**config.mk**
```make
export PLATFORM = sky130hd
export DESIGN_NAME = irrigation_sequencer
export DESIGN_NICKNAME = d
export VERILOG_FILES = /design/src/rtl/irrigation_sequencer_pkg.sv /design/src/rtl/irrigation_sequencer_debounce.sv /design/src/rtl/irrigation_sequencer.sv
export SDC_FILE = /design/constraint.sdc
export NUM_CORES = 1
export LEC_CHECK = 0
export ABC_AREA = 1
export ABC_CLOCK_PERIOD_IN_PS = 2400
export CORE_ASPECT_RATIO = 1.1
export CORE_MARGIN = 1.5
export CORE_UTILIZATION = 30
export CTS_BUF_LIST = sky130_fd_sc_hd__clkbuf_8
export DETAILED_ROUTE_END_ITERATION = 6
export PLACE_DENSITY = 0.57
export SLEW_MARGIN = 40
export SYNTH_ARGS = -nofsm -noshare
export SYNTH_HDL_FRONTEND = slang
export SYNTH_SLANG_ARGS = --single-unit
```
**constraint.sdc**
```tcl
create_clock -name clk -period 2.4 [get_ports clk]
set_input_delay 0.48 -clock clk [delete_from_list [all_inputs] [get_ports clk]]
set_output_delay 0.48 -clock clk [all_outputs]
set_load 0.01 [all_outputs]
```
**src/rtl/irrigation_sequencer_pkg.sv**
```systemverilog
// Shared definitions for the irrigation sequencer: state codes, sensor bit
// positions in the sensor vector, counter width and the level-consistency rule.
package irrigation_sequencer_pkg;

  localparam int CNT_W  = 16;
  localparam int N_SENS = 6;

  localparam int SENS_H  = 0;
  localparam int SENS_M  = 1;
  localparam int SENS_L  = 2;
  localparam int SENS_US = 3;
  localparam int SENS_UA = 4;
  localparam int SENS_T  = 5;

  typedef logic [2:0]       state_t;
  typedef logic [CNT_W-1:0] cnt_t;

  localparam state_t ST_INIT     = 3'd0;
  localparam state_t ST_IDLE     = 3'd1;
  localparam state_t ST_FILL     = 3'd2;
  localparam state_t ST_SPRINKLE = 3'd3;
  localparam state_t ST_DRIP     = 3'd4;
  localparam state_t ST_ERROR    = 3'd5;

  // A higher level sensor wet while a lower one is dry means a broken sensor.
  function automatic logic level_bad(input logic h, input logic m, input logic l);
    return (h & ~m) | (m & ~l);
  endfunction

endpackage

```
**src/rtl/irrigation_sequencer_debounce.sv**
```systemverilog
// One sensor input: two-flop synchroniser followed by a debouncer that accepts
// a new level only after DEBOUNCE_CYC consecutive identical synced samples.
module irrigation_sequencer_debounce #(
  parameter logic [3:0] DEBOUNCE_CYC = 4'd8
) (
  input  logic clk,
  input  logic rst,
  input  logic raw,
  output logic clean
);

  logic       sync1_q, sync1_d;
  logic       sync2_q, sync2_d;
  logic       clean_q, clean_d;
  logic [3:0] run_q, run_d;

  // run_q counts consecutive synced samples that disagree with the accepted level.
  always_comb begin
    sync1_d = raw;
    sync2_d = sync1_q;
    clean_d = clean_q;
    run_d   = 4'd0;
    if (sync2_q != clean_q) begin
      if (run_q == DEBOUNCE_CYC - 4'd1) begin
        clean_d = sync2_q;
      end else begin
        run_d = run_q + 4'd1;
      end
    end
  end

  always_ff @(posedge clk or posedge rst) begin
    if (rst) begin
      sync1_q <= 1'b0;
      sync2_q <= 1'b0;
      clean_q <= 1'b0;
      run_q   <= 4'd0;
    end else begin
      sync1_q <= sync1_d;
      sync2_q <= sync2_d;
      clean_q <= clean_d;
      run_q   <= run_d;
    end
  end

  assign clean = clean_q;

endmodule

```
**src/rtl/irrigation_sequencer.sv**
```systemverilog
// Tank / irrigation controller: debounced sensors feed a Moore FSM that opens
// the inlet, sprinkler or drip valve with run-time limits and a fill timeout.
module irrigation_sequencer
  import irrigation_sequencer_pkg::*;
#(
  parameter logic [3:0]  DEBOUNCE_CYC     = 4'd8,
  parameter logic [15:0] MIN_RUN_CYC      = 16'd200,
  parameter logic [15:0] MAX_RUN_CYC      = 16'd2000,
  parameter logic [15:0] FILL_TIMEOUT_CYC = 16'd4000
) (
  input  logic       clk,
  input  logic       rst,
  input  logic       en,
  input  logic       H,
  input  logic       M,
  input  logic       L,
  input  logic       US,
  input  logic       UA,
  input  logic       T,
  input  logic       clr_alarm,
  output logic       valve_in,
  output logic       sprinkler,
  output logic       drip,
  output logic       alarm,
  output logic [2:0] state,
  output logic       busy
);

  localparam cnt_t INIT_END  = {12'd0, DEBOUNCE_CYC} + 16'd3;
  localparam cnt_t FILL_LAST = FILL_TIMEOUT_CYC - 16'd1;
  localparam cnt_t RUN_LAST  = MAX_RUN_CYC - 16'd1;
  localparam cnt_t RUN_MIN   = MIN_RUN_CYC - 16'd1;

  logic [N_SENS-1:0] sens_raw;
  logic [N_SENS-1:0] sens_deb;

  assign sens_raw[SENS_H]  = H;
  assign sens_raw[SENS_M]  = M;
  assign sens_raw[SENS_L]  = L;
  assign sens_raw[SENS_US] = US;
  assign sens_raw[SENS_UA] = UA;
  assign sens_raw[SENS_T]  = T;

  for (genvar i = 0; i < N_SENS; i++) begin : g_deb
    irrigation_sequencer_debounce #(
      .DEBOUNCE_CYC(DEBOUNCE_CYC)
    ) u_deb (
      .clk  (clk),
      .rst  (rst),
      .raw  (sens_raw[i]),
      .clean(sens_deb[i])
    );
  end

  logic h_ok, m_ok, l_ok, soil_wet, air_humid, hot, bad;

  assign h_ok      = sens_deb[SENS_H];
  assign m_ok      = sens_deb[SENS_M];
  assign l_ok      = sens_deb[SENS_L];
  assign soil_wet  = sens_deb[SENS_US];
  assign air_humid = sens_deb[SENS_UA];
  assign hot       = sens_deb[SENS_T];
  assign bad       = level_bad(h_ok, m_ok, l_ok);

  state_t state_q, state_d;
  cnt_t   cnt_q, cnt_d;

  // Fault beats disable, disable beats the per-state rule; ERROR ignores en.
  always_comb begin
    state_d = state_q;
    case (state_q)
      ST_INIT: begin
        if (cnt_q == INIT_END) state_d = ST_IDLE;
      end
      ST_IDLE, ST_FILL, ST_SPRINKLE, ST_DRIP, ST_ERROR: begin
        if (bad) begin
          state_d = ST_ERROR;
        end else if (state_q == ST_ERROR) begin
          if (clr_alarm) state_d = ST_IDLE;
        end else if (!en) begin
          state_d = ST_IDLE;
        end else begin
          case (state_q)
            ST_IDLE: begin
              if (!l_ok)          state_d = ST_FILL;
              else if (!soil_wet) state_d = (hot | ~air_humid) ? ST_DRIP : ST_SPRINKLE;
            end
            ST_FILL: begin
              if (h_ok)                    state_d = ST_IDLE;
              else if (cnt_q == FILL_LAST) state_d = ST_ERROR;
            end
            ST_SPRINKLE, ST_DRIP: begin
              if (!l_ok)                             state_d = ST_FILL;
              else if (cnt_q == RUN_LAST)            state_d = ST_IDLE;
              else if (soil_wet && cnt_q >= RUN_MIN) state_d = ST_IDLE;
            end
            default: state_d = state_q;
          endcase
        end
      end
      default: state_d = ST_ERROR;
    endcase
  end

  always_comb begin
    if (state_d != state_q) begin
      cnt_d = '0;
    end else if (cnt_q == 16'hFFFF) begin
      cnt_d = cnt_q;
    end else begin
      cnt_d = cnt_q + 16'd1;
    end
  end

  always_ff @(posedge clk or posedge rst) begin
    if (rst) begin
      state_q <= ST_INIT;
      cnt_q   <= '0;
    end else begin
      state_q <= state_d;
      cnt_q   <= cnt_d;
    end
  end

  // Decoded from the state register alone so the valves close as soon as reset asserts.
  assign valve_in  = (state_q == ST_FILL);
  assign sprinkler = (state_q == ST_SPRINKLE);
  assign drip      = (state_q == ST_DRIP);
  assign alarm     = (state_q == ST_ERROR);
  assign busy      = valve_in | sprinkler | drip;
  assign state     = state_q;

endmodule

```
======== After elaboration in Yosys (flattened, before gate mapping) ========
Index checks and enable logic that the tools add are counted.
word-level totals
  bits of input ports ..................... 10
  word-level logic and storage cells ...... 105
  bits in registers ....................... 61
  output and inout bits ................... 8
operators by class
  eq/ne operators ......................... 23
  reductions and logical operators ........ 10
  order comparisons ....................... 1
  $add $sub $neg .......................... 7
  bitwise gates (word level) .............. 9
  mux-type cells .......................... 29
operators with widths
  cell                   count
  $mux 4                 12
  $mux 3                 13
  $mux 16                2
  $add 4x1->4 const B    6
  $eq 4x3->1 const B     6
  $add 16x1->16 const B  1
  $eq 16x11->1 const B   1
  $eq 16x12->1 const B   1
  $eq 16x16->1 const B   1
  $eq 16x4->1 const B    1
  $ge 16x8->1 const B    1
  $reduce_and 2->1       6
  $pmux 3 s3             1
  $eq 3x2->1 const B     2
  $eq 3x3->1 const B     2
  $ne 1x1->1             6
  $pmux 3 s2             1
  $reduce_or 5->1        1
  $or 1x1->1             4
  $eq 3x1->1 const B     1
  $logic_not 3->1        1
  $ne 3x3->1             1
  $not 1->1              3
  $and 1x1->1            2
  other kinds (3)        3

======== Depth between registers and ports, before layout ========
Gate-level depths: netlist of the first run.
  depth after elaboration ................. 12
  depth in mapped cells ................... 19
  gate-level depth less buffers ........... 18

======== Modules after synthesis ========
From an unflattened synthesis of the first run, not the netlist that was laid out.
second synthesis, totals
  cells, all modules ...................... 390
  area total of the unflattened synthesis .. 3220.6 um2
by module, submodules not included
  module                         times used  cells an instance  seq. area each (um2)  area each (um2)
  irrigation_sequencer_debounce  6           30                 175.2                 284.0
  irrigation_sequencer           1           210                475.5                 1516.5

======== Least setup slack after synthesis of the first run ========
No wires, ideal clock.
  kind .................................... register to register
  start ................................... reg cnt_q[0]
  end ..................................... reg cnt_q[15]
  library setup time ...................... 120 ps
  data required time ...................... 2280 ps
  cell stages (with the launch flop) ...... 14
  clock period less this slack ............ 1964 ps
  arrival time ............................ 1844 ps
  path slack .............................. 436 ps
  buffers on the path ..................... 0
  cells stage by stage .................... dfrtp_1 > ha_1 > nand2_1 > nor2_1 > nand4_1 > nor2_1 > nand2_1 > inv_1 > nor3_2 > nand2_1 > nor2_2 > nand3_1 > xor2_1 > nor2_2
between the ends
  word-level cells in the longest chain between the ends .. 12
  elaborated cells on any way between the ends .. 22
  classes of those cells .................. add/sub: 1; order compare: 1; eq/ne: 6; mux: 13; reduce/logical: 1
ends and longest elaborated chain
  item                                                           RTL line                     source
  start: declaration                                             irrigation_sequencer.sv:66   cnt_t cnt_q, cnt_d;
  start signal: assignment                                       irrigation_sequencer.sv:121  cnt_q <= cnt_d;
  $ge 16x8->1                                                    irrigation_sequencer.sv:95   else if (soil_wet && cnt_q >= RUN_MIN) state_d = ST_IDLE;
  $logic_and 1x1->1                                              irrigation_sequencer.sv:95
  $mux 3                                                         irrigation_sequencer.sv:95
  $mux 3                                                         irrigation_sequencer.sv:94   else if (cnt_q == RUN_LAST) state_d = ST_IDLE;
  $mux 3                                                         irrigation_sequencer.sv:93   if (!l_ok) state_d = ST_FILL;
  $pmux 3 s3                                                     irrigation_sequencer.sv:83   case (state_q)
  $mux 3                                                         irrigation_sequencer.sv:80   end else if (!en) begin
  $mux 3                                                         irrigation_sequencer.sv:78   end else if (state_q == ST_ERROR) begin
  $mux 3                                                         irrigation_sequencer.sv:76   if (bad) begin
  $pmux 3 s2                                                     irrigation_sequencer.sv:71   case (state_q)
  $ne 3x3->1                                                     irrigation_sequencer.sv:106  if (state_d != state_q) begin
  $ne 2x2->1 (no source line) / $mux 16 (equally long branches)  --
Parallel ways exist; a longest one is shown, timed or not. The select of a mux whose other input is x is not followed.
A chain may end at the register's enable or synchronous reset.

======== Final worst setup path of the first run ========
  start ................................... reg state_q[2], in the netlist state[2]
  end ..................................... out alarm
between the ends
  word-level cells in the longest chain between the ends .. 1
ends and longest elaborated chain
  item                      RTL line                     source
  start: declaration        irrigation_sequencer.sv:65   state_t state_q, state_d;
  start signal: assignment  irrigation_sequencer.sv:120  state_q <= state_d;
  $eq 3x3->1                irrigation_sequencer.sv:129  assign alarm = (state_q == ST_ERROR);
  end: declaration          irrigation_sequencer.sv:24   output logic alarm,
No other way between the ends.

==> impl_results.md, run 1 <==
- Placed cells: 503
- DRC violations left: 0
- Placed instance area: 0.00340 mm^2
- Starting Density: 0.310
- Crit-path max FO: 5
- Post-synthesis sequential area ratio: 0.498
- First-pass GRT wire length: 10100 um
- DP Wirelength: 4160 um
- Most common cell after layout, fill and taps aside: nand2_1
- Clk buf depth: 2
- P per Cell Area: 1080 mW/mm^2
- FF-to-FF Start: cnt_q[0]
- DP Worst Slack: 0.0776 ns
- Hold_buf cts: 0
- Largest net degree at the start of global routing: 33
- Post-layout min period: 2.25 ns
- Initial antenna violation count: 0
- Post-synth ARST share: 1.00
- Design Area, Final: 0.00366 mm^2
- Worst Setup Start Kind: flop
- Gr usage total: 0.117
- Routed wire length: 5830 um
- Post-synth EDFFs: 0
- Root Driver: clkbuf_8
- Max frequency: 444 MHz
- Final setup margin: 0.146 ns
- Clk slew on worst S/H paths: 0.06 ns
- Final Skew: 0.00896 ns
- Fin util: 0.370
- Slew headroom: 0.773
- Critical path class: reg2out
- Cell taking the most area after synthesis: dfrtp_1
- Num rows: 38
- Register area: 0.00153 mm^2
- Crit path from: state[2]
- Yosys reg bits: 61
- WP data required: 1.92 ns
- Yosys Warn Count: 0
- Final cell count without fillers: 520
- Mapped cell area: 0.00307 mm^2
- TritonRoute pass-1 iters: 6
- Yosys top cell area share: 0.498
- Fin crit share: 0.939
- Die area: 0.0108 mm^2
- Placeable core region: 0.00989 mm^2
- DRT iter0 DRCs: 117
- Fin. Hold Viols: 0
- Filler cell count: 1012
- P_leak: 1.72 nW
- Layout cells sized above 1: 0.140
- Post-layout power: 3.94 mW
- Post-synth top flop: dfrtp_1
- Vias per Instance: 4.41
- CTS tree: built
- Avg WL per Cell: 11.2 um
- Outcome: finished, final reports clean
- Area contributors post-synth: dfrtp_1, nand2_1, nor2_1, inv_1, xor2_1
- # Max-Cap Violations: 0
- Gpl congestion: 0.811
- Multi-input combinational cell area: 0.00135 mm^2
- DR vias: 2293
- Area growth from synthesis to layout: 19.3%
- # Post-CTS Setup Buffers: 0
- Grt total ovfl: 0
- Netlist cell types: 28
- Inserted Clock Buffers: 9
- Worst-margin pin slew: 0.341 ns
- Hold Startpoint: g_deb[2].u_deb.sync1_q
- Critical Path End Type: output pin
- IO Pins: 18
- Crit path DAT: 1.77 ns
- Most frequent cells in the layout: nand2_1, nor2_1, dfrtp_1
- Fin. max-slew vios: 0
- Vias in the first global route: 2287
- Die height: 109 um
- # nets final: 412
- N_diodes: 0
- Gate Count Post-Synth: 366
- Peak VDD IR: 0.000339 V
- Hold Crit Class: reg2reg
- # setup viols final: 0
- Clk sinks: 61
- Final ANT Viol Nets: 0
- Clock Latency Late Sink: 0.34 ns
- Syn nets: 383
- Synthesized area per cell: 8.38 um^2
- Die width: 99.4 um
- R2R setup slack: 0.22 ns
- CTS H-tree lvls: 3
- Port Buf Inserts: 17
-- cells in the mapped netlist (6+ instances only) --
master and instances:
nor2_1 64, ha_1 7, dfrtp_1 61, inv_1 49, nand3_1 18, xnor2_1 11
nor3_1 8, xor2_1 15, nand2_1 71, nor2_2 14, a21oi_1 6, o21ai_0 11
-- logic make-up after synthesis --
family                   Yosys count  synth area share
buffers and inverters             57            0.0742
AND/OR/NAND/NOR                  193             0.284
AO/OA/AOI/OAI                     20            0.0339
adder cells (fa/ha/maj)            7            0.0285
XOR/XNOR                          26            0.0742
flip-flops                        61             0.498
multiplexers                       2           0.00734
-- report_power, final --
group          internal (mW)  switching [mW]
clock network          0.611           0.416
logic                  0.546           0.938
registers               1.23           0.197
-- critical path: stages, from the launching register on --
cell             delay [ns]
dfrtp_1                0.45
inv_2                  0.11
nor2_1                 0.18
inv_1                  0.07
nor2_2                 0.10
clkdlybuf4s50_1        0.54
-- metrics by stage --
stage / TNS, ns / hold slack [ns]
after floorplan: 0 / 0.331
after global placement: 0 / 0.334
after detailed placement: 0 / 0.335
after CTS: 0 / 0.350
after global routing: -0.0111 / 0.357
final: 0 / 0.348
-- final timing paths --
kind                                           endpoint  cells after the start
worst max register to register                cnt_q[15]                     13
min in group asynchronous          g_deb[4].u_deb.clean                      2
worst min-delay path             g_deb[2].u_deb.sync2_q                      0
max in group asynchronous       g_deb[2].u_deb.run_q[3]                      3
worst max-delay path                              alarm                      5
worst min register to register   g_deb[2].u_deb.sync2_q                      0
-- cell type report --
class,count,share of cell area
well taps,120,0.0410
multi-input cells,249,0.369
clock buffers,10,0.0376
flip-flops and latches,61,0.417
inverters,55,0.0571
repair buffers,19,0.0547
clock inverters,6,0.0236
-- state kept, by name, summed over array words and instances (netlist names) --
| register | cells |
|---|---|
| g_deb.u_deb.clean | 6 |
| g_deb.u_deb.run_q | 24 |
| cnt_q | 16 |
| state | 3 |
| g_deb.u_deb.sync1_q | 6 |
| g_deb.u_deb.sync2_q | 6 |
-- repair_timing --
| action | 4_1_cts | 5_1_grt |
|---|---|---|
| setup endpoints to repair | 0 | 18 |
| gates resized for setup | 0 | 8 |
| hold endpoints to repair | 0 | 0 |
-- layer usage --
layer  global-route usage  wire (um)  part of all wire
met1                0.139       2760              0.47
met4               0.0362         88             0.015
met5                    0          0                 0
met3               0.0429        220             0.038
met2                0.200       2760              0.47
(Power assumes the default switching activity.)
==> run 2, diff against run 1 <==
--- a/config.mk
+++ b/config.mk
@@ -13,7 +13,7 @@
 export CTS_BUF_LIST = sky130_fd_sc_hd__clkbuf_8
 export DETAILED_ROUTE_END_ITERATION = 6
 export PLACE_DENSITY = 0.57
-export SLEW_MARGIN = 40
+export SLEW_MARGIN = 5
 export SYNTH_ARGS = -nofsm -noshare
 export SYNTH_HDL_FRONTEND = slang
 export SYNTH_SLANG_ARGS = --single-unit
==> results of run 2 <==
Final layout, timing and power as in run 1 (identical DEF).
